<file path="config.mk">
export PLATFORM = sky130hd
export DESIGN_NAME = serial_add_seq
export DESIGN_NICKNAME = d
export VERILOG_FILES = /design/src/rtl/kgp_alu_pkg.sv /design/src/rtl/serial_add_seq_lcu.sv /design/src/rtl/serial_add_seq.sv
export SDC_FILE = /design/constraint.sdc
export NUM_CORES = 1
export LEC_CHECK = 0
export CAP_MARGIN = 10
export CORE_UTILIZATION = 39
export CTS_BUF_LIST = sky130_fd_sc_hd__clkbuf_4
export DETAILED_ROUTE_END_ITERATION = 10
export SLEW_MARGIN = 20
export SYNTH_ARGS = -nofsm -noshare
export SYNTH_HDL_FRONTEND = slang
export SYNTH_SLANG_ARGS = --single-unit
export TNS_END_PERCENT = 20
</file>
<file path="constraint.sdc">
create_clock -name clk -period 4.98 [get_ports clk]
set_input_delay 0.498 -clock clk [delete_from_list [all_inputs] [get_ports clk]]
set_output_delay 0.498 -clock clk [all_outputs]
set_load 0.01 [all_outputs]
</file>
<file path="src/rtl/kgp_alu_pkg.sv">
// Shared types and constants for the KGP-RISC ALU sequencers.
// Holds the nibble width, the sequencer state encoding and the slice-count helper.
package kgp_alu_pkg;

    localparam int NIB = 4;

    typedef enum logic [1:0] {
        IDLE,
        RUN,
        DONE
    } state_t;

    function automatic int nslice(input int width);
        return width / NIB;
    endfunction

endpackage

</file>
<file path="src/rtl/serial_add_seq_lcu.sv">
// 4-bit lookahead carry unit: all four carries come from p, g and cin in two logic levels.
// There is no ripple inside the slice.
module LCU (
    input  logic [3:0] p,
    input  logic [3:0] g,
    input  logic       cin,
    output logic [3:0] c
);

    assign c[0] = g[0] | (p[0] & cin);
    assign c[1] = g[1] | (p[1] & g[0]) | (p[1] & p[0] & cin);
    assign c[2] = g[2] | (p[2] & g[1]) | (p[2] & p[1] & g[0])
                | (p[2] & p[1] & p[0] & cin);
    assign c[3] = g[3] | (p[3] & g[2]) | (p[3] & p[2] & g[1])
                | (p[3] & p[2] & p[1] & g[0])
                | (p[3] & p[2] & p[1] & p[0] & cin);

endmodule

</file>
<file path="src/rtl/serial_add_seq.sv">
// Multi-cycle add/subtract sequencer: one LCU slice is reused once per nibble, LSB first.
// The carry is registered between slices, and valid/ready handshakes are used on both sides.
module serial_add_seq
    import kgp_alu_pkg::*;
#(
    parameter int WIDTH  = 32,
    parameter int NSLICE = nslice(WIDTH)
) (
    input  logic             clk,
    input  logic             rst_n,
    input  logic             start_valid,
    output logic             start_ready,
    input  logic [WIDTH-1:0] a,
    input  logic [WIDTH-1:0] b,
    input  logic             cin,
    input  logic             sub,
    output logic             res_valid,
    input  logic             res_ready,
    output logic [WIDTH-1:0] sum,
    output logic             cout,
    output logic             overflow,
    output logic             zero
);

    localparam int IDXW = (NSLICE > 1) ? $clog2(NSLICE) : 1;
    localparam logic [IDXW-1:0] LAST = IDXW'(NSLICE - 1);

    state_t           state, state_next;
    logic [WIDTH-1:0] opa, opb, sum_next;
    logic [IDXW-1:0]  idx;
    logic             carry;
    logic [NIB-1:0]   sp, sg, sc, snib;
    logic             accept;

    // Slice select: a mux on idx feeds the single lookahead unit.
    always_comb begin
        sp       = opa[int'(idx)*NIB +: NIB] ^ opb[int'(idx)*NIB +: NIB];
        sg       = opa[int'(idx)*NIB +: NIB] & opb[int'(idx)*NIB +: NIB];
        snib     = sp ^ {sc[2:0], carry};
        sum_next = sum;
        sum_next[int'(idx)*NIB +: NIB] = snib;
    end

    LCU u_lcu (
        .p   (sp),
        .g   (sg),
        .cin (carry),
        .c   (sc)
    );

    // NOTE: every variable is given a default before the case, so no path leaves it unassigned and no latch is inferred.
    always_comb begin
        state_next  = state;
        start_ready = 1'b0;
        res_valid   = 1'b0;
        case (state)
            IDLE: begin
                start_ready = 1'b1;
                if (start_valid) state_next = RUN;
            end
            RUN: begin
                if (idx == LAST) state_next = DONE;
            end
            DONE: begin
                res_valid = 1'b1;
                if (res_ready) state_next = IDLE;
            end
            default: state_next = IDLE;
        endcase
    end

    assign accept = (state == IDLE) && start_valid;

    // NOTE: registers use non-blocking assignments, so every flop samples values from before the edge.
    always_ff @(posedge clk) begin
        if (!rst_n) state <= IDLE;
        else        state <= state_next;
    end

    always_ff @(posedge clk) begin
        if (!rst_n) begin
            opa      <= '0;
            opb      <= '0;
            carry    <= 1'b0;
            idx      <= '0;
            sum      <= '0;
            cout     <= 1'b0;
            overflow <= 1'b0;
            zero     <= 1'b0;
        end else if (accept) begin
            opa   <= a;
            opb   <= b ^ {WIDTH{sub}};
            carry <= cin | sub;
            idx   <= '0;
        end else if (state == RUN) begin
            sum   <= sum_next;
            carry <= sc[3];
            idx   <= idx + 1'b1;
            // The flags come from the top slice. zero also sees the nibble written on this edge.
            if (idx == LAST) begin
                cout     <= sc[3];
                overflow <= sc[3] ^ sc[2];
                zero     <= (sum_next == '0);
            end
        end
    end

endmodule

</file>
### Word level (Yosys, flattened, before mapping)

Index checks and enable logic that the tools add are counted.

| word-level totals | value |
|---|---|
| bits in registers | 105 |
| logic and storage cells | 72 |

| cells by class | value |
|---|---|
| reduce and logical (&&, ||, !) cells | 8 |
| mux-type cells | 9 |
| add/sub/neg operators | 2 |
| shift-type cells | 4 |
| equal/unequal tests | 6 |
| bitwise logic cells | 34 |

Operators by type and width:

| kind | count |
|---|---|
| 32-bit by 6-bit indexed part select with 4-bit output | 2 |
| 5-bit negation with 33-bit output | 1 |
| 4-bit by 33-bit variable shift with 32-bit output, first input constant | 1 |
| 4-bit by 33-bit indexed part select with 32-bit output | 1 |
| 32-bit bitwise mux | 1 |
| 32-bit zero test | 1 |
| 32-bit XOR | 1 |
| 1-bit AND | 16 |
| 1-bit OR | 11 |
| 4-bit XOR | 2 |
| 2-bit two-way mux | 3 |
| 2-bit inequality test, second input constant | 3 |
| 2-bit one-hot mux with 3 select lines | 1 |
| 3-bit AND reduction | 2 |
| 4-bit AND | 1 |
| 1-bit two-way mux | 4 |
| 3-bit by 1-bit adder with 3-bit output, second input constant | 1 |
| 3-bit == test, second input constant | 1 |
| 2-bit by 1-bit == test with 1-bit output, second input constant | 1 |
| 2-bit == test, second input constant | 1 |
| 2-bit zero test | 1 |
| 1-bit NOT | 2 |
| 2-bit AND reduction | 1 |
| 2-bit nonzero test | 1 |
| other kinds (3) | 3 |

### Logic depth before layout (Yosys ltp)

Gate-level depths: netlist (run 1).

| depth | value |
|---|---|
| depth in word-level cells | 10 |
| depth in mapped cells | 12 |

### Modules after synthesis

From an unflattened synthesis (run 1), not the netlist that was laid out.

| second synthesis, totals | value |
|---|---|
| cells, all modules | 590 |
| area total of the unflattened synthesis | 5,355.1 sq um |

Modules (own cells, without submodules):

| module | instances | area each (sq um) | cells an instance |
|---|---|---|---|
| serial_add_seq | 1 | 5,316.3 | 585 |
| LCU | 1 | 38.8 | 5 |

### Worst setup path after synthesis (run 1)

Ideal clock, no wire load.

| path | value |
|---|---|
| path kind | register to register |
| start | reg idx[0] |
| end | reg zero |
| buffers on the path | 2 |
| setup time | 0.084 ns |
| cell stages (with the launch flop) | 13 |
| path slack | 1.666 ns |
| data required time | 4.896 ns |
| arrival time | 3.230 ns |
| path through | dfxtp_1 -> buf_2 -> buf_2 -> mux4_2 -> nand2_1 -> nand2_1 -> ha_1 -> a211o_1 -> a21o_1 -> and3_4 -> and3_1 -> mux2_2 -> o31ai_2 |

| on the way | value |
|---|---|
| longest elaborated chain between the ends | 10 |
| elaborated cells between the ends (all ways) | 27 |

RTL lines:

| item | line | text |
|---|---|---|
| from (decl) | serial_add_seq.sv:30 | `logic [IDXW-1:0] idx;` |
| from (signal assigned) | serial_add_seq.sv:98 | `idx <= idx + 1'b1;` |
| 32-bit by 6-bit indexed part select with 4-bit output | serial_add_seq.sv:37, serial_add_seq.sv:38 |  |
| 4-bit XOR / 4-bit AND (equally long branches) | serial_add_seq.sv:37, serial_add_seq.sv:38 |  |
| 1-bit AND (on tied branches) | serial_add_seq_lcu.sv:12, serial_add_seq_lcu.sv:13 |  |
| 1-bit OR (tied with other cells) | serial_add_seq_lcu.sv:12 | `assign c[2] = g[2] \| (p[2] & g[1]) \| (p[2] & p[1] & g[0])` |
| 1-bit OR / 1-bit AND (equally long branches) | serial_add_seq_lcu.sv:12, serial_add_seq_lcu.sv:13 |  |
| 1-bit OR | serial_add_seq_lcu.sv:13 | `\| (p[2] & p[1] & p[0] & cin);` |
| 4-bit XOR | serial_add_seq.sv:39 | `snib = sp ^ {sc[2:0], carry};` |
| 4-bit by 33-bit indexed part select with 32-bit output | serial_add_seq.sv:41 | `sum_next[int'(idx)*NIB +: NIB] = snib;` |
| 32-bit bitwise mux | serial_add_seq.sv:41 |  |
| 32-bit zero test | serial_add_seq.sv:103 | `zero <= (sum_next == '0);` |
| to (signal assigned) | serial_add_seq.sv:103 |  |
| to (decl) | serial_add_seq.sv:22 | `output logic zero` |

Parallel ways exist; a longest one is shown, timed or not.
A chain may end at the register's enable or synchronous reset.

### Final worst setup path (run 1)

| path | value |
|---|---|
| start | reg idx[0] |
| end | reg sum[7] |

| on the way | value |
|---|---|
| longest elaborated chain between the ends | 9 |
| elaborated cells between the ends (all ways) | 24 |

RTL lines:

| item | line | text |
|---|---|---|
| 32-bit by 6-bit indexed part select with 4-bit output | serial_add_seq.sv:37, serial_add_seq.sv:38 |  |
| 4-bit XOR / 4-bit AND (equally long branches) | serial_add_seq.sv:37, serial_add_seq.sv:38 |  |
| 1-bit AND (on tied branches) | serial_add_seq_lcu.sv:12, serial_add_seq_lcu.sv:13 |  |
| 1-bit OR (tied with other cells) | serial_add_seq_lcu.sv:12 |  |
| 1-bit OR / 1-bit AND (equally long branches) | serial_add_seq_lcu.sv:12, serial_add_seq_lcu.sv:13 |  |
| 1-bit OR | serial_add_seq_lcu.sv:13 |  |
| 4-bit XOR | serial_add_seq.sv:39 |  |
| 4-bit by 33-bit indexed part select with 32-bit output | serial_add_seq.sv:41 |  |
| 32-bit bitwise mux (*) | serial_add_seq.sv:41 |  |
| to (signal assigned) | serial_add_seq.sv:96 | `sum <= sum_next;` |
| to (decl) | serial_add_seq.sv:19 | `output logic [WIDTH-1:0] sum,` |

Every way passes the cells marked *; elsewhere a longest branch is shown, timed or not.

==> flow_summary.ini, run 1 <==
[sta]
fin_crit_ns = 3.89
clock_skew_ns = 0.0214
hold_viol_final = 0
rsz0062_at_grt = no
finalWorstSetupSlack_ns = 1.09
whs_ns = 0.474
setup_viol = 0
fmax_ghz = 0.257
slew_headroom = 0.386
finalSetupTns_ns = 0
drv_slew = 0
fin_crit_sh = 0.782
worst_pin_slew_ns = 0.921

[clocking]
cts_buffer_depth = 2
cts_made_buffers = 9
cts_sinks = 105
path_clk_slew_ns = 0.15
cts.htree.levels = 3
cts_tree = done
cts_hold_buf = 0
clockRootBuffer = clkbuf_4
ctsResizeCount = 0
clk_latency_ns = 0.50
post_cts_buffers = 0

[logic_synthesis]
yosysTopAreaCellShare = 0.386
syn_area_um2 = 5450
synth_adder_area_share = 0.0312
synth.distinct_cells = 57
synth_nets = 682
synth_top_family_by_area = simple AND/OR/NAND/NOR gates
syn-instance-count = 599
synth_mux_area_frac = 0.114
synth_xor_area_frac = 0.0562
synthFlopType = dfxtp_1
synth_edf_count = 0
seq_area_frac_synth = 0.386
synth_area_leaders = dfxtp_1 (39%), nand2_1 (10%), mux4_2 (6.6%)
yosysWarnings = 0
synth-simple-area-share = 0.208
ys_ff_latch = 105
synth_compound_area_frac = 0.172
synth_area_leader_cell = dfxtp_1
avgSynthCellArea_um2 = 9.10
async_flop_share = 0

[route]
avgRoutedWirePerCell_um = 16.1
drc = 0
dr.pass1.iters = 5
vias = 4477
routed_wl_um = 13800
drt_iter0_markers = 233
viasPerCell = 5.22
ant_nets = 0

[worst_setup_path]
cpLargestDelayFamily = flip-flops
worstPathRequired_ns = 5.38
critical_path.slowest_cell = dfxtp_2
worstSetupPathType = reg -> reg
crit_path_end_kind = flop
cpPeakStageDelay_ns = 0.97
worstPathArrival_ns = 4.29
path_cells = mux4_2 > nand2_1 > nand2_1 > ha_1 > a211o_1 > a31o_2 > xnor2_1 > nor3_1 > mux2i_1 > nor2b_1
crit_fanout = 35
start_kind = flop
cp_common_cell = nand2_1
worst-path-buf-inv = 0

[global_routing]
grt-ovfl-total = 0
grt_pass1_wl_um = 22800
gr-usage-all-layers = 0.202
grt_antenna_before_repair = 1
grt_max_degree = 104
grt_pass1_vias = 4491

[job]
drv_cap = 0

[floorplanning]
io-pin-count = 107
start_util = 0.405
die_y_um = 120
die-width_um = 120
coreArea_um2 = 13500
die_area_um2 = 14500
rows = 42

[power]
power_switching_uw = 464
seqPwrFrac = 0.546
swShare = 0.277
leakage_uw = 0.00269
irDropWorstVdd_mv = 0.107
pwr-share-comb = 0.197
p_per_area_nw_per_um2 = 250
clkPwrFrac = 0.257
power.internal_uw = 1210

[cells_and_area]
areaGrowthSynthToFinish_pct = 23.2
mostFrequentLayoutCells = nand2_1 (145), dfxtp_1 (104), clkdlybuf4s50_1 (104)
fin_area_um2 = 6720
fillCellCount = 1292
finalNetCount = 762
finalNonFillerCells = 858
layout_commonest_cell = nand2_1
drive_gt1_frac = 0.0661

[placed_design]
place_ws_ns = 1.06
globalplace.congestion = 0.862
hpwl_um = 9750
dp_cells = 844
port_buffers = 106
dpl-instance-area_um2 = 6590

[hold_path]
hp-class = reg -> reg

[outcome]
status = complete, no violations
==> Yosys cell counts, types with 5 or more instances <==
| master | number |
|---|---|
| nand2_1 | 146 |
| dfxtp_1 | 105 |
| a21boi_0 | 37 |
| o211a_1 | 34 |
| xnor2_1 | 34 |
| nor2b_1 | 30 |
| clkbuf_1 | 29 |
| mux2i_1 | 25 |
| mux4_2 | 16 |
| nor3_1 | 13 |
| ha_1 | 12 |
| nor2_1 | 12 |
| a21oi_1 | 11 |
| buf_2 | 7 |
| nand3_1 | 7 |
| o21ai_0 | 6 |
| and2_1 | 5 |
| buf_1 | 5 |
==> cell type report <==
type	count	area, um2	area share
well taps	176	220	0.0328
multi-input cells	449	3170	0.473
inverters	4	15.0	0.00224
clock inverters	1	30.0	0.00447
repair buffers	110	1080	0.161
diodes	1	2.50	0.000373
clock buffers	12	90.1	0.0134
flip-flops and latches	105	2100	0.313
==> stage by stage <==
stage | utilization | total power, uW
6_report | 0.499 | 1680
5_1_grt | 0.499 | 1760
4_1_cts | 0.499 | 1690
3_5_place_dp | 0.490 | 1270
3_3_place_gp | 0.490 | 1260
2_1_floorplan | - | 1140
==> registers in the layout (all words and copies together) (netlist names) <==
name and flops:
carry 1, opa 32, state 2, zero 1
opb 32, cout 1, sum 32, idx 3
overflow 1
==> per-layer routing <==
| layer | vias to the layer above | track usage | share of wire |
|---|---|---|---|
| met5 | - | 0 | 0 |
| met4 | 0 | 0.0787 | 0.017 |
| met3 | 12 | 0.0340 | 0.035 |
| met2 | 109 | 0.321 | 0.46 |
| met1 | 2094 | 0.272 | 0.49 |
| li1 | 2262 | - | - |
==> power by group through the flow <==
| stage | Sequential [uW] | Combinational [uW] | Clock, uW |
|---|---|---|---|
| 2_1_floorplan | 920 | 216 | 0 |
| 3_3_place_gp | 934 | 322 | 0 |
| 5_1_grt | 923 | 360 | 480 |
| 4_1_cts | 916 | 332 | 446 |
| 3_5_place_dp | 935 | 331 | 0 |
| 6_report | 916 | 330 | 431 |
==> tightest hold or removal path: cells and delay by family (launching register included) <==
kind,cells,cell delay (ns)
compound gates,1,0.06
flops,1,0.33
simple gates,1,0.05
==> cells by family (layout without fill, tap and decap cells) <==
logic type	Yosys count	after routing
AO/OA/AOI/OAI	117	117
XOR/XNOR	35	35
adder cells (fa/ha/maj)	13	13
buffers and inverters	45	127
flip-flops	105	105
multiplexers	42	42
other	0	1
AND/OR/NAND/NOR	242	242
==> worst paths after layout <==
kind	slack [ns]	from	end	cells after the start
worst min-delay path	0.47	opa[4]	opa[4]	2
worst min register to register	0.47	opa[4]	opa[4]	2
worst max-delay path	1.09	idx[0]	sum[7]	10
worst max register to register	1.09	idx[0]	sum[7]	10
No activity file was read; power rests on OpenSTA's default activity.
==> run 2: changes to the inputs <==
==> constraint.sdc (replaced) <==
create_clock -name clk -period 3.99 [get_ports clk]
set_input_delay 0.399 -clock clk [delete_from_list [all_inputs] [get_ports clk]]
set_output_delay 0.399 -clock clk [all_outputs]
set_load 0.01 [all_outputs]
==> run 2 against run 1 <==
First-iteration DRC count is 9.9% lower. Non-clock buffer count increased by 4. Clock power up 7.4%. Die area stayed put. Largest power group unchanged.
==> flow_summary.ini, run 2 (synthesis gave the netlist of run 1 again) <==
[job]
drv_cap = 0

[floorplanning]
rows = 42
die_area_um2 = 14500
start_util = 0.405
coreArea_um2 = 13500
io-pin-count = 107
die-width_um = 120
die_y_um = 120

[worst_setup_path]
worstSetupPathType = reg -> reg
critical_path.slowest_cell = dfxtp_2
worstPathRequired_ns = 4.38
crit_path_end_kind = flop
start_kind = flop
worstPathArrival_ns = 3.94
cpLargestDelayFamily = adder cells
cp_common_cell = ha_1
crit_fanout = 18
rrSetupSlack_ns = 0.44
worst-path-buf-inv = 2
path_cells = buf_4 > inv_1 > ha_1 > ha_1 > o311ai_0 > a22oi_1 > nand3_1 > nor4_1 > nand4_1 > o31ai_2
cpPeakStageDelay_ns = 0.77

[clocking]
path_clk_slew_ns = 0.15
clk_latency_ns = 0.47
clockRootBuffer = clkbuf_4
cts_sinks = 105
cts.htree.levels = 3
cts_buffer_depth = 2
cts_made_buffers = 9
post_cts_buffers = 0
ctsResizeCount = 0
cts_tree = done
cts_hold_buf = 0

[placed_design]
dpl-instance-area_um2 = 6620
place_ws_ns = 0.498
port_buffers = 106
globalplace.congestion = 0.905
hpwl_um = 9650

[sta]
worst_pin_slew_ns = 0.888
slew_headroom = 0.408
clock_skew_ns = 0.0142
hold_viol_final = 0
fin_crit_sh = 0.889
drv_slew = 0
finalSetupTns_ns = 0
finalWorstSetupSlack_ns = 0.443
setup_viol = 0
fin_crit_ns = 3.55
rsz0062_at_grt = no
fmax_ghz = 0.282

[route]
drc = 0
viasPerCell = 5.16
dr.pass1.iters = 4
vias = 4461
avgRoutedWirePerCell_um = 15.6
ant_nets = 0
routed_wl_um = 13500
drt_iter0_markers = 210

[power]
leakage_uw = 0.00270
swShare = 0.286
p_per_area_nw_per_um2 = 300
irDropWorstVdd_mv = 0.124
power_switching_uw = 578
power.internal_uw = 1440
seqPwrFrac = 0.564
total_power_uw = 2020
pwr-share-comb = 0.206
clkPwrFrac = 0.229

[global_routing]
grt_antenna_before_repair = 1
grt_pass1_vias = 4506
gr-usage-all-layers = 0.196
grt_pass1_wl_um = 22300
grt_max_degree = 98
grt-ovfl-total = 0

[cells_and_area]
fin_area_um2 = 6730
reg.largest.list = opa x32, opb x32, sum x32
areaGrowthSynthToFinish_pct = 23.4
final_util = 0.500
regArea_um2 = 2100
layout_commonest_cell = nand2_1
mostFrequentLayoutCells = nand2_1 (145), dfxtp_1 (104), clkdlybuf4s50_1 (104)
finalNetCount = 766
fillCellCount = 1351
multiInputGateArea_um2 = 3170
drive_gt1_frac = 0.0699

[outcome]
status = complete, no violations

[hold_path]
hp-class = in -> reg
==> run 2: cell count changes in the layout (fill, tap and decap cells not counted), sizes merged <==
cell / before / now
buf: 6 / 10
clkinv: 1 / 5
clkbuf: 12 / 10
bufinv: 1 / 0
clkinvlp: 0 / 1
==> run 2: worst min-delay path, stage by stage <==
cell	delay (ns)
buf_2	0.13
buf_4	0.23
o21a_1	0.14
==> run 2: layout make-up <==
type	instances	share of cell area
clock inverters	5	0.00353
well taps	176	0.0327
repair buffers	114	0.165
flip-flops and latches	105	0.313
clock buffers	10	0.0112
diodes	1	0.000372
inverters	4	0.00223
multi-input cells	449	0.472
==> run 2: final timing paths <==
path / from / to / cells past startpoint
min: rst_n / state[1] / 3
max: idx[0] / zero / 10
max reg2reg: idx[0] / zero / 10
min reg2reg: opa[9] / opa[9] / 2
==> run 2: per-stage QoR <==
stage | hold WS [ns] | std cells
floorplan | 0.440 | 599
global placement | 0.452 | 848
detailed placement | 0.460 | 848
CTS | 0.445 | 863
global route | 0.460 | 864
finish | 0.467 | 864
==> run 2: power groups by stage <==
stage          sequential (uW)  clock (uW)  combinational, uW
6_report                  1140         463                416
5_1_grt                   1150         521                458
3_5_place_dp              1160           0                417
4_1_cts                   1140         481                419
3_3_place_gp              1160           0                411
2_1_floorplan             1150           0                269
==> run 2: routing by layer <==
metal | global-route usage | vias up | share of wire | wire (um)
li1 | - | 2272 | - | -
met1 | 0.267 | 2067 | 0.49 | 6600
met2 | 0.309 | 109 | 0.45 | 6040
met3 | 0.0330 | 13 | 0.049 | 657
met4 | 0.0733 | 0 | 0.015 | 199
met5 | 0 | - | 0 | 0
